===== config.mk =====
export PLATFORM = sky130hd
export DESIGN_NAME = if_fetch_unit
export DESIGN_NICKNAME = d
export VERILOG_FILES = /design/src/rtl/if_fetch_unit.sv
export SDC_FILE = /design/constraint.sdc
export NUM_CORES = 1
export LEC_CHECK = 0
export BUFFER_PORTS_ARGS = -buffer_cell sky130_fd_sc_hd__buf_2
export CELL_PAD_IN_SITES_DETAIL_PLACEMENT = 0
export CELL_PAD_IN_SITES_GLOBAL_PLACEMENT = 2
export CORE_ASPECT_RATIO = 1.1
export CORE_UTILIZATION = 33
export DETAILED_ROUTE_END_ITERATION = 16
export PLACE_DENSITY = 0.87
export SYNTH_ARGS = -nofsm -noshare
export SYNTH_HDL_FRONTEND = slang
export SYNTH_SLANG_ARGS = --single-unit

===== constraint.sdc =====
create_clock -name clk -period 4.2 [get_ports clk]
set_input_delay 0.63 -clock clk [delete_from_list [all_inputs] [get_ports clk]]
set_output_delay 0.63 -clock clk [all_outputs]
set_load 0.01 [all_outputs]

===== src/rtl/if_fetch_unit.sv =====
// Instruction-fetch stage: holds the fetch PC, keeps at most one imem request
// in flight, and buffers returned {PC,IR} pairs for the IF/ID register.
module if_fetch_unit #(
    parameter logic [31:0] RESET_PC   = 32'h0000_0000,
    parameter int unsigned FIFO_DEPTH = 2
) (
    input  logic        clk,
    input  logic        RST,
    output logic        imem_req,
    output logic [31:0] imem_addr,
    input  logic        imem_ready,
    input  logic        imem_rvalid,
    input  logic [31:0] imem_rdata,
    input  logic        redirect,
    input  logic [31:0] redirect_pc,
    input  logic        EN,
    output logic        Out,
    output logic [31:0] IR,
    output logic [31:0] PC
);
    localparam int unsigned PW = (FIFO_DEPTH > 1) ? $clog2(FIFO_DEPTH) : 1;
    localparam int unsigned CW = $clog2(FIFO_DEPTH + 1);

    typedef enum logic [1:0] {
        S_IDLE,
        S_WAIT,
        S_KILL
    } state_t;

    state_t state, state_next;

    logic [31:0]   fetch_pc;
    logic [31:0]   req_pc;
    logic [31:0]   buf_pc [FIFO_DEPTH];
    logic [31:0]   buf_ir [FIFO_DEPTH];
    logic [PW-1:0] rd_ptr;
    logic [PW-1:0] wr_ptr;
    logic [CW-1:0] count;
    logic [CW:0]   count_after;
    logic          pop;
    logic          push;
    logic          has_space;
    logic          accept;

    function automatic logic [PW-1:0] ptr_inc(input logic [PW-1:0] p);
        return (p == PW'(FIFO_DEPTH - 1)) ? '0 : p + 1'b1;
    endfunction

    assign Out       = (count != '0);
    assign IR        = Out ? buf_ir[rd_ptr] : '0;
    assign PC        = Out ? buf_pc[rd_ptr] : '0;
    assign imem_addr = fetch_pc;

    // Space accounts for this cycle's push/pop so an accepted request always
    // has a free slot when its data returns.
    always_comb begin
        pop         = Out && EN && !redirect;
        push        = (state == S_WAIT) && imem_rvalid && !redirect;
        count_after = {1'b0, count} + (CW+1)'(push) - (CW+1)'(pop);
        has_space   = count_after < (CW+1)'(FIFO_DEPTH);
        imem_req    = !RST && !redirect && has_space &&
                      ((state == S_IDLE) || ((state == S_WAIT) && imem_rvalid));
        accept      = imem_req && imem_ready;

        state_next = state;
        if (redirect) begin
            if (state != S_IDLE) begin
                state_next = imem_rvalid ? S_IDLE : S_KILL;
            end
        end else begin
            case (state)
                S_IDLE: if (accept) state_next = S_WAIT;
                S_WAIT: if (imem_rvalid) state_next = accept ? S_WAIT : S_IDLE;
                S_KILL: if (imem_rvalid) state_next = S_IDLE;
                default: state_next = S_IDLE;
            endcase
        end
    end

    always_ff @(posedge clk or posedge RST) begin
        if (RST) begin
            state    <= S_IDLE;
            fetch_pc <= RESET_PC;
            req_pc   <= '0;
            rd_ptr   <= '0;
            wr_ptr   <= '0;
            count    <= '0;
        end else begin
            state <= state_next;
            if (redirect) begin
                fetch_pc <= redirect_pc & ~32'd3;
                rd_ptr   <= '0;
                wr_ptr   <= '0;
                count    <= '0;
            end else begin
                if (accept) begin
                    req_pc   <= fetch_pc;
                    fetch_pc <= fetch_pc + 32'd4;
                end
                if (push) wr_ptr <= ptr_inc(wr_ptr);
                if (pop)  rd_ptr <= ptr_inc(rd_ptr);
                count <= count_after[CW-1:0];
            end
        end
    end

    always_ff @(posedge clk) begin
        if (push) begin
            buf_pc[wr_ptr] <= req_pc;
            buf_ir[wr_ptr] <= imem_rdata;
        end
    end

    no_overflow: assert property (@(posedge clk) disable iff (RST)
        !(push && !pop && (count == CW'(FIFO_DEPTH))));

endmodule


**Word-level counts from Yosys, hierarchy flattened**

Memories as Yosys holds them, arrays and structs flattened.
Cells that the tools add are included.
W data, S select, Z words.

- $add $sub $neg: 5
- Magnitude comparators: 1
- Equal/unequal tests: 6
- Multiplexer cells: 21
- Bitwise gates (word level): 1
- Reduce and logical (&&, ||, !) cells: 19

Operator list:

| cell | count |
|---|---|
| $mux W32 | 4 |
| $add A32 B3 Y32 const B | 1 |
| $mux W2 | 7 |
| $reduce_bool A2 Y1 | 5 |
| $mux W1 | 9 |
| $ne A3 B3 Y1 const B | 3 |
| $logic_and A1 B1 Y1 | 8 |
| $pmux W2 S3 | 1 |
| $reduce_and A4 Y1 | 1 |
| $add A2 B1 Y3 | 1 |
| $lt A3 B2 Y1 const B | 1 |
| $sub A3 B1 Y3 | 1 |
| $add A1 B1 Y1 const B | 2 |
| $eq A2 B1 Y1 const B | 1 |
| $eq A2 B2 Y1 const B | 1 |
| $logic_not A1 Y1 | 2 |
| $logic_not A2 Y1 | 1 |
| $ne A2 B1 Y1 const B | 1 |
| $reduce_and A2 Y1 | 1 |
| $logic_or A1 B1 Y1 | 1 |
| $not A1 Y1 | 1 |

- Bits in registers: 70
- RAM bits: 128
- Output and inout port bits: 98
- Memories: 2

Memories:

| name | words | bits a word | read ports | clocked after Yosys merged registers in | wr ports | RTL line | RTL |
|---|---|---|---|---|---|---|---|
| buf_ir | 2 | 32 | 1 | 0 | 1 | 35 | `logic [31:0] buf_ir [FIFO_DEPTH];` |
| buf_pc | 2 | 32 | 1 | 0 | 1 | 34 | `logic [31:0] buf_pc [FIFO_DEPTH];` |

**Longest topological paths before layout**

Gate-level depths: netlist (run 1).

- Depth in word-level cells: 13
- Depth in mapped cells: 16
- Depth with buffers taken out: 14

**Worst setup path after synthesis (run 1)**

Ideal clock, no wire load.

- Kind: input-to-reg
- Start point: in redirect
- End point: mem buf_ir[0][0], enable pin
- Library setup time: 0.482 ns
- Data arrival time: 3.897 ns
- Data required time: 3.718 ns
- Setup slack: -0.179 ns
- Cell stages on the path: 2
- Path buffers: 0
- Cells stage by stage: or4b_2 > nor2_1

- Word-level cells in the longest chain between the ends: 4

RTL lines:

| item | RTL line | RTL |
|---|---|---|
| start: declaration | 14 | `input logic redirect,` |
| $logic_not A1 Y1 | 58 | `push = (state == S_WAIT) && imem_rvalid && !redirect;` |
| $logic_and A1 B1 Y1 | 58 |  |
| $mux W1 | 108 | `if (push) begin` |
| $mux W1 (not written as such) | 110 | `buf_ir[wr_ptr] <= imem_rdata;` |
| end: declaration | 35 |  |

No other way between the ends.

**Worst setup path in the final report (run 1)**

- Start point: reg state[1]
- End point: out imem_req

- Word-level cells in the longest chain between the ends: 8
- Elaborated cells on any way between the ends: 10
- Those cells by class: add/sub (2); order compare (1); eq/ne (1); reduce/logical (6)

RTL lines:

| item | RTL line | RTL |
|---|---|---|
| start: declaration | 30 | `state_t state, state_next;` |
| start signal: assignment | 89 | `state <= state_next;` |
| $eq A2 B1 Y1 | 58, 62 |  |
| $logic_and A1 B1 Y1 | 58, 62 |  |
| $logic_and A1 B1 Y1 | 58 |  |
| $add A2 B1 Y3 | 59 | `count_after = {1'b0, count} + (CW+1)'(push) - (CW+1)'(pop);` |
| $sub A3 B1 Y3 | 59 |  |
| $lt A3 B2 Y1 | 60 | `has_space = count_after < (CW+1)'(FIFO_DEPTH);` |
| $logic_and A1 B1 Y1 | 61 | `imem_req = !RST && !redirect && has_space &&` |
| $logic_and A1 B1 Y1 * | 61 |  |
| end: declaration | 9 | `output logic imem_req,` |

Every way passes the cells marked *; elsewhere a longest branch is shown, timed or not.

==> impl_metrics.ini, run 1 <==
[timing]
setup_viol = 0
tightestPinTransition_ps = 977
relSlewSlack_pct = 34.9
skew_ps = 9.94
setup_tns_ps = 0
finalMaxSlewViolations = 0
fin_crit_ps = 3980
final_hold_viol_count = 0
rsz0062_at_grt = false
max_freq_mhz = 251
fin_crit_sh_pct = 94.7

[outcome]
status = finished, final reports clean

[worst_hold_path]
hold_path.class = in2reg

[cells_and_area]
final_cells = 1117
drive_gt1_share_pct = 27.2
syn_to_final_growth_pct = 21.7
n_antenna_cell = 0
nets = 873
utilization_pct = 41.2

[synthesis]
ys_ff_latch = 190
synthXorXnorAreaFrac_pct = 0.545
synth_top_family_by_area = simple AND/OR/NAND/NOR gates
synthMuxAreaShare_pct = 8.34
yosysSeqAreaShare_pct = 66.9
yosys-top-cells-area = edfxtp_1 (46%), dfrtp_1 (21%), mux2i_1 (8.3%)
yosys-top-cells-count = edfxtp_1 (124), nand2_1 (111), nor2_1 (85), mux2i_1 (67), dfrtp_1 (66)
synth_ff_type = edfxtp_1
yosysMostFrequentCell = edfxtp_1
synth_cell_type_count = 53
ys_async_sr_fraction_pct = 34.7
synth_cells = 641
synth_area_leader_cell = edfxtp_1
synth_compound_area_share_pct = 5.11
syn_area_sq_mm = 0.00804
synth_top_area_share_pct = 46.3
synthAdderAreaFrac_pct = 0.716
synthSimpleGateAreaFrac_pct = 15.6
synth_edf_count = 124
synth_area_per_cell_sq_um = 12.5
yosys_warnings = 0

[flow_run]
drv_cap = 0

[setup_path]
crit_family = simple AND/OR/NAND/NOR gates
end_kind = output pin
critPathKind = reg2out
critPathRequiredTime_ps = 3570
crit_slowest_cell = or4b_2
path_cells = or4b_2, ha_1, inv_1, ha_1, inv_1, fa_1, nor4b_2, nor3b_1, buf_2
crit_buf_inv = 3
cp.arrival_ps = 3350
critPathMaxStageDelay_ps = 710
setup.worst_path.start_class = register
crit_fanout = 5

[route]
routed_wl_um = 18000
top_layer = met4
drt_pass1_iterations = 4
ant_nets = 0
met2_length_um = 8740
vias = 5277
drc = 0
wl_met3_um = 734
viasPerCell = 4.72
drt-met1-wl_um = 8310
drtIter0Drc = 245
detail_route.wl_per_cell_um = 16.1

[global_routing]
grt_util_all_layers_pct = 15.0
grt_pass1_wl_um = 28700
grt_remaining_overflow = 0
grt_pass1_vias = 5214
grt_max_degree = 63
antenna_found_initial = 0

[cts]
cts_buffer_depth = 2
hold_buffers = 0
clockRootBuffer = clkbuf_16
clk_latency_ps = 420
cts_setup_buffers = 0
cts_tree = built
cts.sinks = 190
ctsHtreeMaxLevel = 4
numCtsBuffers = 17
postCtsResizedCells = 0
clkTransAtPathRegs_ps = 70

[floorplanning]
die-area_sq_mm = 0.0250
chipHeight_um = 166
fp.dieW_um = 151
pin_count = 168
fp.coreArea_sq_mm = 0.0238
start_util_pct = 33.8
rows = 59

[placed_design]
io_buffers = 161
dp_hpwl_um = 12200
dp_cells = 1085
gp_congestion = 0.768

[pwr]
irDropWorstVdd_mv = 0.254
p_per_area_mw_per_mm2 = 441
power.leakage_nw = 4.01
## kinds of logic after synthesis
family	after synthesis
AOI/OAI and AO/OA	57
muxes	67
other	1
DFF	190
and+or+nand+nor	268
adders and majority gates	4
buffers and inverters	49
xor gates and xnor gates	5
## where the power goes
group | internal (mW) | switching, mW | leakage (nW) | total [mW]
Clock | 0.852 | 0.703 | 0.276 | 1.55
Combinational | 0.185 | 0.246 | 1.78 | 0.432
Sequential | 2.18 | 0.150 | 1.95 | 2.33
## cells in the final DEF (no fill, tap or decap), types with 4 or more instances in the layout
master and instances:
clkbuf_16 17, a21o_1 4, a21oi_1 6, nand2b_1 4, nand3_1 17, a221o_1 10, dfrtp_1 65, mux2i_1 67
nand3b_1 4, nor2b_1 4, o211ai_1 6, xor2_1 4, nor3_1 6, edfxtp_1 124, nand2_1 111, o21ai_0 16
and3_1 6, inv_6 4, buf_2 161, conb_1 4, inv_1 8, buf_4 14, nand4_1 12, nor2_1 82
## state kept, by name, indices dropped and copies added, names as in the netlist
signal     flops
buf_ir        64
buf_pc        60
count          2
imem_addr     30
rd_ptr         1
req_pc        30
state          2
wr_ptr         1
## area by class of cell
type                    instances  area, sq um
clock buffers                  20          447
clock inverters                12          126
fillers                      2330        14000
inverters                       9         33.8
multi-input cells             405         2490
flip-flops and latches        190         5380
well taps                     305          382
repair buffers                176          931
## routing by layer
metal  track usage (%)  vias up
li1                  -     2615
met1              20.1     2534
met2              24.2      115
met3              3.20       13
met4              4.65        0
met5                 0        -
## final timing paths
| path | endpoint | slack (ps) | cells past startpoint | from |
|---|---|---|---|---|
| setup / recovery | imem_req | 220 | 9 | state[1] |
| hold / removal | buf_ir[1][16] | 400 | 1 | imem_rdata[16] |
| setup reg to reg | imem_addr[27] | 440 | 13 | state[1] |
| hold reg to reg | buf_pc[1][10] | 470 | 0 | req_pc[10] |
| max in group asynchronous | req_pc[20] | 2850 | 3 | RST |
| min in group asynchronous | count[0] | 460 | 2 | RST |
## metrics by stage
stage          worst slack [ps]  instance area (sq um)  power (mW)  hold slack, ps
3_5_place_dp                186                   9210        2.80             452
6_report                    223                   9790        4.31             398
3_3_place_gp                255                   9210        2.79             447
2_1_floorplan              -179                   8050        2.59             442
5_1_grt                    32.7                   9790        4.52             368
4_1_cts                     207                   9790        4.38             368
Note: power is estimated with default switching activity, not from simulation.
==> inputs of run 2 (changes only) <==
--- a/config.mk
+++ b/config.mk
@@ -12,6 +12,7 @@
 export CORE_UTILIZATION = 33
 export DETAILED_ROUTE_END_ITERATION = 16
 export PLACE_DENSITY = 0.87
+export SETUP_SLACK_MARGIN = 0.15
 export SYNTH_ARGS = -nofsm -noshare
 export SYNTH_HDL_FRONTEND = slang
 export SYNTH_SLANG_ARGS = --single-unit
==> constraint.sdc (replaced) <==
create_clock -name clk -period 3.2 [get_ports clk]
set_input_delay 0.48 -clock clk [delete_from_list [all_inputs] [get_ports clk]]
set_output_delay 0.48 -clock clk [all_outputs]
set_load 0.01 [all_outputs]
==> impl_metrics.ini, run 2 (synthesis gave the netlist of run 1 again) <==
[route]
ant_nets = 0
vias = 5758
drtIter0Drc = 238
detail_route.wl_per_cell_um = 17.1
drt_pass1_iterations = 4
routed_wl_um = 20300
drc = 0
viasPerCell = 4.85

[cells_and_area]
drive_gt1_share_pct = 41.5
largest_register = buf_ir
final_cells = 1187
mostFrequentLayoutCell = buf_2
largest_register_ffs = 64
finalInstanceArea_sq_mm = 0.0110
largestRegisters = buf_ir (64), buf_pc (60)
nets = 943
layout_common_cells = buf_2 (161), edfxtp_1 (124), nor2_1 (74)
syn_to_final_growth_pct = 36.8

[pwr]
irDropWorstVdd_mv = 0.304
p_per_area_mw_per_mm2 = 523
totalPowerFinal_mw = 5.75
power.leakage_nw = 4.55

[outcome]
violations = setup timing
status = complete, but fails checks

[cts]
cts_buffer_depth = 2
clockRootBuffer = clkbuf_16
numCtsBuffers = 17
cts.sinks = 190
clk_latency_ps = 420
ctsHtreeMaxLevel = 4
cts_tree = built
clkTransAtPathRegs_ps = 70

[setup_path]
r2r_end = imem_addr[8]
critPathKind = reg2reg
rrSetupSlack_ps = -170
r2r_cells = 13
r2r-start = state[1]
setup.worst_path.start_class = register
cp.arrival_ps = 3670
end_kind = register
critPathRequiredTime_ps = 3500
crit_fanout = 7

[global_routing]
grt_remaining_overflow = 0
grt_util_all_layers_pct = 16.5
grt_pass1_wl_um = 31300
grt_max_degree = 63
antenna_found_initial = 1
grt_pass1_vias = 5627

[floorplanning]
die-area_sq_mm = 0.0250
fp.dieW_um = 151
chipHeight_um = 166
rows = 59
fp.coreArea_sq_mm = 0.0238
pin_count = 168
start_util_pct = 33.8

[timing]
setup_viol = 35
tightestPinTransition_ps = 756
rsz0062_at_grt = true
max_freq_mhz = 296
skew_ps = 12.1
finalMaxSlewViolations = 0
final_hold_viol_count = 0
fin_crit_sh_pct = 105
relSlewSlack_pct = 49.4
worst_slack_ps = -173
fin_crit_ps = 3370

[placed_design]
dp_hpwl_um = 12900
io_buffers = 161
dp_slack_ps = -337
dp_cells = 1111
placed_cell_area_sq_mm = 0.00946
gp_congestion = 0.738

[flow_run]
drv_cap = 0

[worst_hold_path]
hold_path.class = in2async
==> run 2: area by class of cell <==
class                   count  area (sq um)
clock buffers              21           450
inverters                   9          33.8
flip-flops and latches    190          5380
clock inverters            10          68.8
fillers                  2184         12800
repair buffers            245          1820
diodes                      1          2.50
multi-input cells         406          2860
well taps                 305           382
==> run 2: worst max-delay path by stage <==
| stage | from | endpoint | cells after the start |
|---|---|---|---|
| 2_1_floorplan | state[1] | imem_addr[13] | 13 |
| 3_3_place_gp | redirect | imem_addr[16] | 13 |
| 3_5_place_dp | redirect | imem_addr[16] | 13 |
| 4_1_cts | state[1] | imem_req | 9 |
| 5_1_grt | state[1] | imem_addr[24] | 15 |
| 6_report | state[1] | imem_addr[8] | 13 |
==> run 2: metal layers <==
layer / vias up / GRT usage, % / wire length [um]
met4: 0 / 6.04 / 442
met2: 148 / 26.8 / 10000
met3: 31 / 3.88 / 1060
met1: 2815 / 21.3 / 8790
met5: - / 0 / 0
li1: 2764 / - / -
==> run 2: worst max-delay path, cell delays in order (launching register included) <==
cell and delay, ps:
dfrtp_1 390, or4b_4 540, ha_4 230, inv_2 60, ha_4 110, inv_2 30
fa_1 500, nor4b_4 210, buf_4 160, and4bb_4 340, buf_6 130, nor2_4 70
a21o_1 200, a221o_1 290
==> run 2: report_power, final <==
group	switching [mW]	internal, mW	leakage, nW
combinational	0.408	0.386	2.35
sequential	0.212	2.86	1.95
clock	0.875	1.01	0.251
total	1.49	4.25	4.55
==> run 2: timing repair <==
item,CTS,global route
endpoints found under the setup margin,60,62
pin swaps,44,28
hold buffers,0,0
gates cloned,7,0
gates resized for setup,110,61
setup buffers,24,13
==> run 2: per-stage QoR <==
step / TNS (ps) / utilization (%) / hold WS [ps]
after floorplan: 0 / - / 442
after global placement: -6520 / 39.8 / 451
after detailed placement: -9200 / 39.8 / 461
after CTS: -1680 / 45.0 / 112
after global routing: -8640 / 46.3 / 131
final: -3070 / 46.3 / 108
